--- src/rtl/key_state_tracker_pkg.sv ---
`default_nettype none
// ============================================================================
// Module      : key_pkg
// Description : Shared scan-code constants, held-key and keydown bit indices,
//               decoder state encoding for the PS/2 key state tracker.
// Revision    : 1.0 - initial release
// ============================================================================
package key_pkg;

  // Number of physical keys tracked
  localparam int N_KEYS = 10;
  localparam int CNT_W  = 21;

  // Prefix bytes
  localparam logic [7:0] SC_E0 = 8'hE0;
  localparam logic [7:0] SC_F0 = 8'hF0;

  // Tracked key codes (extended: up/left/right/down)
  localparam logic [7:0] SC_UP    = 8'h75;
  localparam logic [7:0] SC_LEFT  = 8'h6B;
  localparam logic [7:0] SC_RIGHT = 8'h74;
  localparam logic [7:0] SC_DOWN  = 8'h72;
  localparam logic [7:0] SC_W     = 8'h1D;
  localparam logic [7:0] SC_A     = 8'h1C;
  localparam logic [7:0] SC_D     = 8'h23;
  localparam logic [7:0] SC_S     = 8'h1B;
  localparam logic [7:0] SC_SPACE = 8'h29;
  localparam logic [7:0] SC_ENTER = 8'h5A;

  // Keyboard control / status bytes that never carry key information
  localparam logic [7:0] SC_BAT_OK = 8'hAA;
  localparam logic [7:0] SC_ACK    = 8'hFA;
  localparam logic [7:0] SC_RESEND = 8'hFE;
  localparam logic [7:0] SC_ECHO   = 8'hEE;
  localparam logic [7:0] SC_ERR_LO = 8'h00;
  localparam logic [7:0] SC_ERR_HI = 8'hFF;
  localparam logic [7:0] SC_PAUSE  = 8'hE1;

  // Held-bit indices
  localparam int KEY_UP    = 0;
  localparam int KEY_LEFT  = 1;
  localparam int KEY_RIGHT = 2;
  localparam int KEY_DOWN  = 3;
  localparam int KEY_W     = 4;
  localparam int KEY_A     = 5;
  localparam int KEY_D     = 6;
  localparam int KEY_S     = 7;
  localparam int KEY_SPACE = 8;
  localparam int KEY_ENTER = 9;

  // keydown bit indices, shared with the movement FSM
  localparam int KD_UP    = 0;
  localparam int KD_LEFT  = 1;
  localparam int KD_RIGHT = 2;
  localparam int KD_DOWN  = 3;
  localparam int KD_JUMP  = 4;

  typedef logic [N_KEYS-1:0] key_vec_t;

  // Decoder state encoding
  typedef logic [1:0] state_t;
  localparam state_t ST_IDLE    = 2'd0;
  localparam state_t ST_EXT     = 2'd1;
  localparam state_t ST_BRK     = 2'd2;
  localparam state_t ST_EXT_BRK = 2'd3;

  // True for bytes that abort any prefix and are otherwise ignored
  function automatic logic is_ctrl(input logic [7:0] b);
    logic r;
    case (b)
      SC_BAT_OK, SC_ACK, SC_RESEND, SC_ECHO,
      SC_ERR_LO, SC_ERR_HI, SC_PAUSE: r = 1'b1;
      default:                        r = 1'b0;
    endcase
    return r;
  endfunction

endpackage
`default_nettype wire

--- src/rtl/key_state_tracker_if.sv ---
`default_nettype none
// ============================================================================
// Module      : key_state_tracker_if
// Description : Byte stream in from the PS/2 receiver, key levels and start
//               pulse out to the player controller.
// Revision    : 1.0 - initial release
// ============================================================================
interface key_state_tracker_if;
  logic [7:0] data;
  logic       valid;
  logic [4:0] keydown;
  logic       start;

  // Byte source side (PS/2 receiver / testbench)
  modport master (output data, output valid, input keydown, input start);
  // Tracker side
  modport slave  (input data, input valid, output keydown, output start);
endinterface
`default_nettype wire

--- src/rtl/key_state_tracker_scan_code_map.sv ---
`default_nettype none
// ============================================================================
// Module      : scan_code_map
// Description : Maps a final scan-code byte plus extended flag onto a one-hot
//               key select. Wrong plain/extended type yields no hit.
// Revision    : 1.0 - initial release
// ============================================================================
module scan_code_map
  import key_pkg::*;
(
  input  wire logic [7:0] i_code,
  input  wire logic       i_ext,
  output key_vec_t        o_sel,
  output logic            o_hit
);

  // Table lookup split by code type so a plain 75 never aliases Up
  always_comb begin
    o_sel = '0;
    if (i_ext) begin
      case (i_code)
        SC_UP:    o_sel[KEY_UP]    = 1'b1;
        SC_LEFT:  o_sel[KEY_LEFT]  = 1'b1;
        SC_RIGHT: o_sel[KEY_RIGHT] = 1'b1;
        SC_DOWN:  o_sel[KEY_DOWN]  = 1'b1;
        default:  o_sel = '0;
      endcase
    end else begin
      case (i_code)
        SC_W:     o_sel[KEY_W]     = 1'b1;
        SC_A:     o_sel[KEY_A]     = 1'b1;
        SC_D:     o_sel[KEY_D]     = 1'b1;
        SC_S:     o_sel[KEY_S]     = 1'b1;
        SC_SPACE: o_sel[KEY_SPACE] = 1'b1;
        SC_ENTER: o_sel[KEY_ENTER] = 1'b1;
        default:  o_sel = '0;
      endcase
    end
    o_hit = |o_sel;
  end

endmodule
`default_nettype wire

--- src/rtl/key_state_tracker.sv ---
`default_nettype none
// ============================================================================
// Module      : key_state_tracker
// Description : Decodes PS/2 set-2 E0/F0 prefixes, tracks ten held keys and
//               drives aliased keydown levels plus an Enter start pulse.
// Revision    : 1.0 - initial release
// ============================================================================
module key_state_tracker
  import key_pkg::*;
#(
  parameter int TIMEOUT_CYCLES = 2_000_000
) (
  input wire logic           clk,
  input wire logic           rst,
  key_state_tracker_if.slave bus
);

  localparam logic [CNT_W-1:0] c_timeout_last = CNT_W'(TIMEOUT_CYCLES - 1);

  state_t           r_state;
  state_t           w_state_nxt;
  key_vec_t         r_held;
  key_vec_t         w_held_nxt;
  logic             r_start;
  logic             w_start_nxt;
  logic [CNT_W-1:0] r_idle_cnt;

  logic     w_is_ctrl;
  logic     w_is_e0;
  logic     w_is_f0;
  logic     w_final;
  logic     w_ext;
  logic     w_brk;
  logic     w_timeout;
  key_vec_t w_sel;
  logic     w_hit;

  assign w_is_ctrl = is_ctrl(bus.data);
  assign w_is_e0   = (bus.data == SC_E0);
  assign w_is_f0   = (bus.data == SC_F0);
  assign w_final   = bus.valid & ~w_is_ctrl & ~w_is_e0 & ~w_is_f0;
  assign w_ext     = (r_state == ST_EXT) || (r_state == ST_EXT_BRK);
  assign w_brk     = (r_state == ST_BRK) || (r_state == ST_EXT_BRK);
  assign w_timeout = (r_idle_cnt >= c_timeout_last);

  scan_code_map u_map (
    .i_code (bus.data),
    .i_ext  (w_ext),
    .o_sel  (w_sel),
    .o_hit  (w_hit)
  );

  // Decoder state register
  always_ff @(posedge clk) begin
    if (rst) r_state <= ST_IDLE;
    else     r_state <= w_state_nxt;
  end

  // Prefix tracking; a byte in the timeout cycle is decoded before the timeout
  always_comb begin
    w_state_nxt = r_state;
    if (bus.valid) begin
      if (w_is_ctrl) begin
        w_state_nxt = ST_IDLE;
      end else begin
        case (r_state)
          ST_IDLE:    w_state_nxt = w_is_e0 ? ST_EXT : (w_is_f0 ? ST_BRK : ST_IDLE);
          ST_EXT:     w_state_nxt = w_is_f0 ? ST_EXT_BRK : (w_is_e0 ? ST_EXT : ST_IDLE);
          ST_BRK:     w_state_nxt = w_is_e0 ? ST_EXT_BRK : (w_is_f0 ? ST_BRK : ST_IDLE);
          ST_EXT_BRK: w_state_nxt = (w_is_e0 || w_is_f0) ? ST_EXT_BRK : ST_IDLE;
          default:    w_state_nxt = ST_IDLE;
        endcase
      end
    end else if ((r_state != ST_IDLE) && w_timeout) begin
      w_state_nxt = ST_IDLE;
    end
  end

  // Make sets / break clears the selected key; Enter make starts once per press
  always_comb begin
    w_held_nxt  = r_held;
    w_start_nxt = 1'b0;
    if (w_final && w_hit) begin
      if (w_brk) begin
        w_held_nxt = r_held & ~w_sel;
      end else begin
        w_held_nxt  = r_held | w_sel;
        w_start_nxt = w_sel[KEY_ENTER] & ~r_held[KEY_ENTER];
      end
    end
  end

  // Held keys and start pulse register
  always_ff @(posedge clk) begin
    if (rst) begin
      r_held  <= '0;
      r_start <= 1'b0;
    end else begin
      r_held  <= w_held_nxt;
      r_start <= w_start_nxt;
    end
  end

  // Saturating idle counter, cleared by every received byte
  always_ff @(posedge clk) begin
    if (rst || bus.valid)     r_idle_cnt <= '0;
    else if (~&r_idle_cnt)    r_idle_cnt <= r_idle_cnt + 1'b1;
  end

  assign bus.keydown[KD_UP]    = r_held[KEY_UP]    | r_held[KEY_W];
  assign bus.keydown[KD_LEFT]  = r_held[KEY_LEFT]  | r_held[KEY_A];
  assign bus.keydown[KD_RIGHT] = r_held[KEY_RIGHT] | r_held[KEY_D];
  assign bus.keydown[KD_DOWN]  = r_held[KEY_DOWN]  | r_held[KEY_S];
  assign bus.keydown[KD_JUMP]  = r_held[KEY_SPACE];
  assign bus.start             = r_start;

endmodule
`default_nettype wire

--- src/flat_wrapper.sv ---
// flat-port wrapper written by rule: the top's interface ports become plain ports
module key_state_tracker_flat import key_pkg::*;
#(
  parameter int TIMEOUT_CYCLES = 2_000_000
)
  (clk, rst, bus_data, bus_valid, bus_keydown, bus_start);
  key_state_tracker_if bus_i ();
  input wire logic clk;
  input wire logic rst;
  input wire logic [$bits(bus_i.data)-1:0] bus_data;
  input wire logic [$bits(bus_i.valid)-1:0] bus_valid;
  output wire logic [$bits(bus_i.keydown)-1:0] bus_keydown;
  output wire logic [$bits(bus_i.start)-1:0] bus_start;
  assign bus_i.data = bus_data;
  assign bus_i.valid = bus_valid;
  assign bus_keydown = bus_i.keydown;
  assign bus_start = bus_i.start;
  key_state_tracker #(.TIMEOUT_CYCLES(TIMEOUT_CYCLES)) u_core (.clk(clk), .rst(rst), .bus(bus_i));
endmodule
--- config.mk ---
export PLATFORM = sky130hd
export DESIGN_NAME = key_state_tracker_flat
export DESIGN_NICKNAME = d
export VERILOG_FILES = /design/src/rtl/key_state_tracker_pkg.sv /design/src/rtl/key_state_tracker_if.sv /design/src/rtl/key_state_tracker_scan_code_map.sv /design/src/rtl/key_state_tracker.sv /design/src/flat_wrapper.sv
export SDC_FILE = /design/constraint.sdc
export NUM_CORES = 1
export LEC_CHECK = 0
export ABC_AREA = 1
export CORE_MARGIN = 1
export CORE_UTILIZATION = 59
export DETAILED_ROUTE_END_ITERATION = 16
export HOLD_SLACK_MARGIN = 0.12
export PLACE_DENSITY = 0.8
export SKIP_CTS_REPAIR_TIMING = 1
export SLEW_MARGIN = 5
export SYNTH_ARGS = -nofsm -noshare
export SYNTH_HDL_FRONTEND = slang
export SYNTH_SLANG_ARGS = --single-unit
--- constraint.sdc ---
create_clock -name clk -period 1.7 [get_ports clk]
set_clock_uncertainty 0.05 [all_clocks]
set_input_delay 0.34 -clock clk [delete_from_list [all_inputs] [get_ports clk]]
set_output_delay 0.34 -clock clk [all_outputs]
set_load 0.01 [all_outputs]
# Word-level counts from Yosys, hierarchy flattened
# Index checks and enable logic that the tools add are counted.
[op_classes] multipliers=0 shift=0 magnitude_cmp=1 mux=23 eq_ne=21 n_div=0 reduce_logical=14 bitwise_logic=16 addsub=1
[ops] operator="$eq A8 B8 Y1 const B" n=8
[ops] operator="$eq A8 B7 Y1 const B" n=5
[ops] operator="$eq A8 B5 Y1 const B" n=3
[ops] operator="$add A21 B1 Y21 const B" n=1
[ops] operator="$ge A21 B21 Y1 const B" n=1
[ops] operator="$reduce_and A21 Y1" n=1
[ops] operator="$mux W10" n=2
[ops] operator="$eq A8 B6 Y1 const B" n=2
[ops] operator="$mux W2" n=8
[ops] operator="$mux W1" n=12
[ops] operator="$and A10 B10 Y10" n=1
[ops] operator="$not A10 Y10" n=1
[ops] operator="$or A10 B10 Y10" n=1
[ops] operator="$reduce_or A10 Y1" n=1
[ops] operator="$logic_not A8 Y1" n=1
[ops] operator="$pmux W2 S4" n=1
[ops] operator="$reduce_or A7 Y1" n=1
[ops] operator="$not A1 Y1" n=5
[ops] operator="$and A1 B1 Y1" n=4
[ops] operator="$eq A2 B2 Y1 const B" n=2
[ops] operator="$logic_or A1 B1 Y1" n=4
[ops] operator="$or A1 B1 Y1" n=4
[ops] operator="$reduce_bool A2 Y1" n=2
[ops] operator="$reduce_or A3 Y1" n=1
[ops] operator="3 further kinds" n=4
[totals] elab_cells=80 output_inout_bits=6 in_bits=11 romBits=0 n_memories=0 latchBits=0 ramBits=0 regBits=34

# Depth between registers and ports, before layout
[depth] depth_word=10 mapped_depth=13 mapped_depth_nobuf=12

# Modules after synthesis
# Synthesis repeated with hierarchy kept, for this count alone.
[hier_totals] hier_cells=388 area_unflattened_um2=2293.4
[modules_own_cells] mod="key_state_tracker" n_inst=1 seq_area_each_um2=680.7 area_per_inst_um2=2010.7 cells_each=321
[modules_own_cells] mod="scan_code_map" n_inst=1 seq_area_each_um2=0.0 area_per_inst_um2=282.8 cells_each=67

# Worst setup path after synthesis
# OpenSTA, ideal clock, no wires.
[synth_path] path_kind="flip-flop to flip-flop" startpoint="register u_core.r_idle_cnt[0]" endpoint="register u_core.r_idle_cnt[1]" arrival_time_ns=1.404 n_path_buf=1 path_slack_ns=0.110 stages_incl_launch_ff=10 required_time_ns=1.515 setup_time_ns=0.135 cell_sequence="dfxtp_1 > ha_1 > nand2_2 > nor2_4 > nand4_2 > nor2_4 > inv_2 > buf_6 > nand2_1 > a21oi_1"
[synth_between] elab_chain_cells=1 word_cells_on_any_way=2
[synth_lines] element="start: declaration" line_no="key_state_tracker.sv:26" source="logic [CNT_W-1:0] r_idle_cnt;"
[synth_lines] element="start signal: assignment" line_no="key_state_tracker.sv:107" source="else if (~&r_idle_cnt) r_idle_cnt <= r_idle_cnt + 1'b1;"
[synth_lines] element="$add A21 B1 Y21 / $reduce_and A21 Y1 (equally long branches)" line_no="key_state_tracker.sv:107"
# Parallel ways exist; a longest one is shown, timed or not.
# A chain may end at the register's enable or synchronous reset.

==> run_results.csv <==
group,metric,value,unit
global_routing,first_global_vias,2284,
critical_path,crit_path_max_incr_delay,190,ps
yosys,postSynth.asyncResetShare,0,%
drt,vias,2580,
global_routing,antenna_found_initial,0,
yosys,ys_types,35,
power_and_ir_drop,power_density,524.9,mW/mm^2
clock_tree,cts_made_buffers,5,
critical_path,cp_slowest_cell,"dlymetal6s2s_1",
drt,wl_per_cell,13.21,um
drt,drtIter0Drc,183,
clock_tree,cts_max_level,2,
power_and_ir_drop,power.leakage,1.575,nW
floorplanning,start_util,62.76,%
sta,slew_viol_final,0,
sta,worstMarginPinSlew,381.2,ps
sta,hold_viol_final,0,
clock_tree,cts_tree,"done",
sta,finalCritPeriodShare,97.08,%
floorplanning,dieArea,0.004208,sq mm
sta,setup_slack,49.65,ps
sta,relSlewSlack,74.56,%
yosys,synth_seq_area_share,29.18,%
sta,finalSetupTns,0,ps
placement,portBuffers,16,
critical_path,worstPathCellList,"dlymetal6s2s_1 > nand2_2 > inv_1 > nand2_1 > nor2_1 > nor2_1 > nand3_2 > nor2_4 > clkbuf_16 > nand3_2 > nand2_1 > nand2_1 > nor2_1",
yosys,yosysMostFrequentCell,"nand2_1",
yosys,syn-num-nets,390,
drt,dr.pass1.iters,5,
yosys,synth_enable_flop_cells,0,
yosys,post_synth.cell_area_avg,6.170,sq um
yosys,synthTopCellsByCount,"nand2_1, nor2_1, inv_1",
placement,pre_cts_ws,-423.3,ps
clock_tree,root_buffer,"clkbuf_8",
drt,viasPerCell,5.353,
floorplanning,die_w,64.87,um
critical_path,crit_path_end_kind,"flip-flop",
yosys,ys_warn_count,0,
global_routing,grt_pass1_wl,9.880,mm
floorplanning,boundaryPins,17,
clock_tree,cts.reportedPaths.clkPinSlew,70,ps
sta,timing.fmax,605.9,MHz
placement,gp_congestion,0.9099,
critical_path,crit_type,"in -> reg",
critical_path,worstPathMaxFanout,5,
drt,ant_nets,0,
cells_and_area,areaGrowthSynthToFinish,29.45,%
global_routing,grt_max_degree,15,
yosys,synth_area_leaders,"dfxtp_1, nand2_1, nor2_1",
clock_tree,cts_sinks,34,
clock_tree,ctsLongestPathBuffers,2,
yosys,synth-main-ff-cell,"dfxtp_1",
sta,setup_viol_count_final,0,
floorplanning,die_y,64.87,um
critical_path,cp-start-kind,"primary input",
cells_and_area,drive_above_1_share,23.27,%
cells_and_area,final_cells,482,
global_routing,gr-total-overflow,0,
placement,dp_cells,467,
hold_path,hold_path_class,"reg -> reg",
drt,wirelength,6.369,mm
yosys,synth_top_area_share,29.18,%
critical_path,required,1870,ps
run_status,outcome,"finished clean",
cells_and_area,utilization,81.25,%
sta,period_needed,1650,ps
global_routing,track_usage,30.22,%
flow_run,cap_violations,0,
critical_path,cp_data_arrival_time,1820,ps
clock_tree,clock_latency,290,ps
floorplanning,num_rows,22,
critical_path,crit_family,"simple AND/OR/NAND/NOR gates",
cells_and_area,diodes,0,
floorplanning,core_area,0.003716,sq mm
power_and_ir_drop,ir_worst_vdd,0.0003282,V
yosys,synth_area,0.002332,sq mm
placement,dp_hpwl,4.326,mm
yosys,synth_largest_area_cell,"dfxtp_1",
critical_path,cp_num_buf_inv,3,
yosys,synth_cells,378,
yosys,ys_ff_latch,34,
drt,drc,0,
cells_and_area,nNetsFinal,445,
cell type report:
class	instances	area [sq um]
Clock buffer	7	86.33
Sequential cell	34	684.4
Timing Repair Buffer	52	495.5
Tap cell	48	60.06
Multi-Input combinational cell	269	1421
Clock inverter	1	5.005
Fill cell	268	696.9
Inverter	71	266.5
kinds of logic (layout without fill, tap and decap cells):
family	count (synthesis)	count (layout)	synth area share [%]
fa+ha+maj	1	1	0.5364
buf+inv	76	131	13.04
simple gates	231	232	47.00
xor+xnor	10	10	3.756
compound gates	26	26	6.492
flops	34	34	29.18
metal layers:
metal  global-route usage, %  wire (um)
met1                   41.77       2952
met2                   45.70       2848
met3                   6.514        435
met4                   10.83        133
met5                       0          0
worst paths after layout:
kind	from	to	slack (ps)	cells after the start
min reg2reg	u_core.r_idle_cnt[20]	u_core.r_idle_cnt[20]	450	2
max reg2reg	u_core.r_state[0]	flip-flop	60	11
max	bus_data[6]	flip-flop	50	13
min	u_core.r_idle_cnt[20]	u_core.r_idle_cnt[20]	450	2
metrics by stage:
| stage | power [mW] | cell area (sq um) | hold slack [ps] |
|---|---|---|---|
| 2_1_floorplan | 0.8836 | 2332 | 362.4 |
| 3_3_place_gp | 0.9598 | 2765 | 434.8 |
| 3_5_place_dp | 0.9638 | 2765 | 437.2 |
| 4_1_cts | 1.581 | 2856 | 451.2 |
| 5_1_grt | 1.644 | 3019 | 496.7 |
| 6_report | 1.585 | 3019 | 453.7 |
worst register-to-register path, stage by stage (launching register included):
cell and delay [ps]:
dfxtp_2 350, inv_2 120, nand3_1 130, nor2_2 150, nand2_1 90, nand2_1 120
nor2_4 60, nand3_2 140, nand3_2 110, nand2_1 80, nand2_1 60, nor2_1 130
cells in the final DEF (no fill, tap or decap), types with 2 or more instances in the layout:
cell,instances
a21oi_1,10
a31oi_1,4
buf_12,2
buf_4,33
clkbuf_8,6
clkdlybuf4s50_1,7
dfxtp_1,31
dfxtp_2,3
dlymetal6s2s_1,9
inv_1,57
inv_2,13
nand2_1,92
nand2_2,8
nand3_1,32
nand3_2,9
nand4_1,9
nor2_1,53
nor2_2,8
nor2_4,5
nor3_1,5
nor3_2,3
nor3_4,3
o21ai_0,6
o21ai_1,2
xnor2_1,3
xor2_1,7
power breakdown:
part	switching, mW	internal (mW)	total [mW]
Sequential	0.00143	0.798	0.800
Clock	0.296	0.327	0.623
Combinational	0.0888	0.0733	0.162
Power figures use the tool's default switching activity.
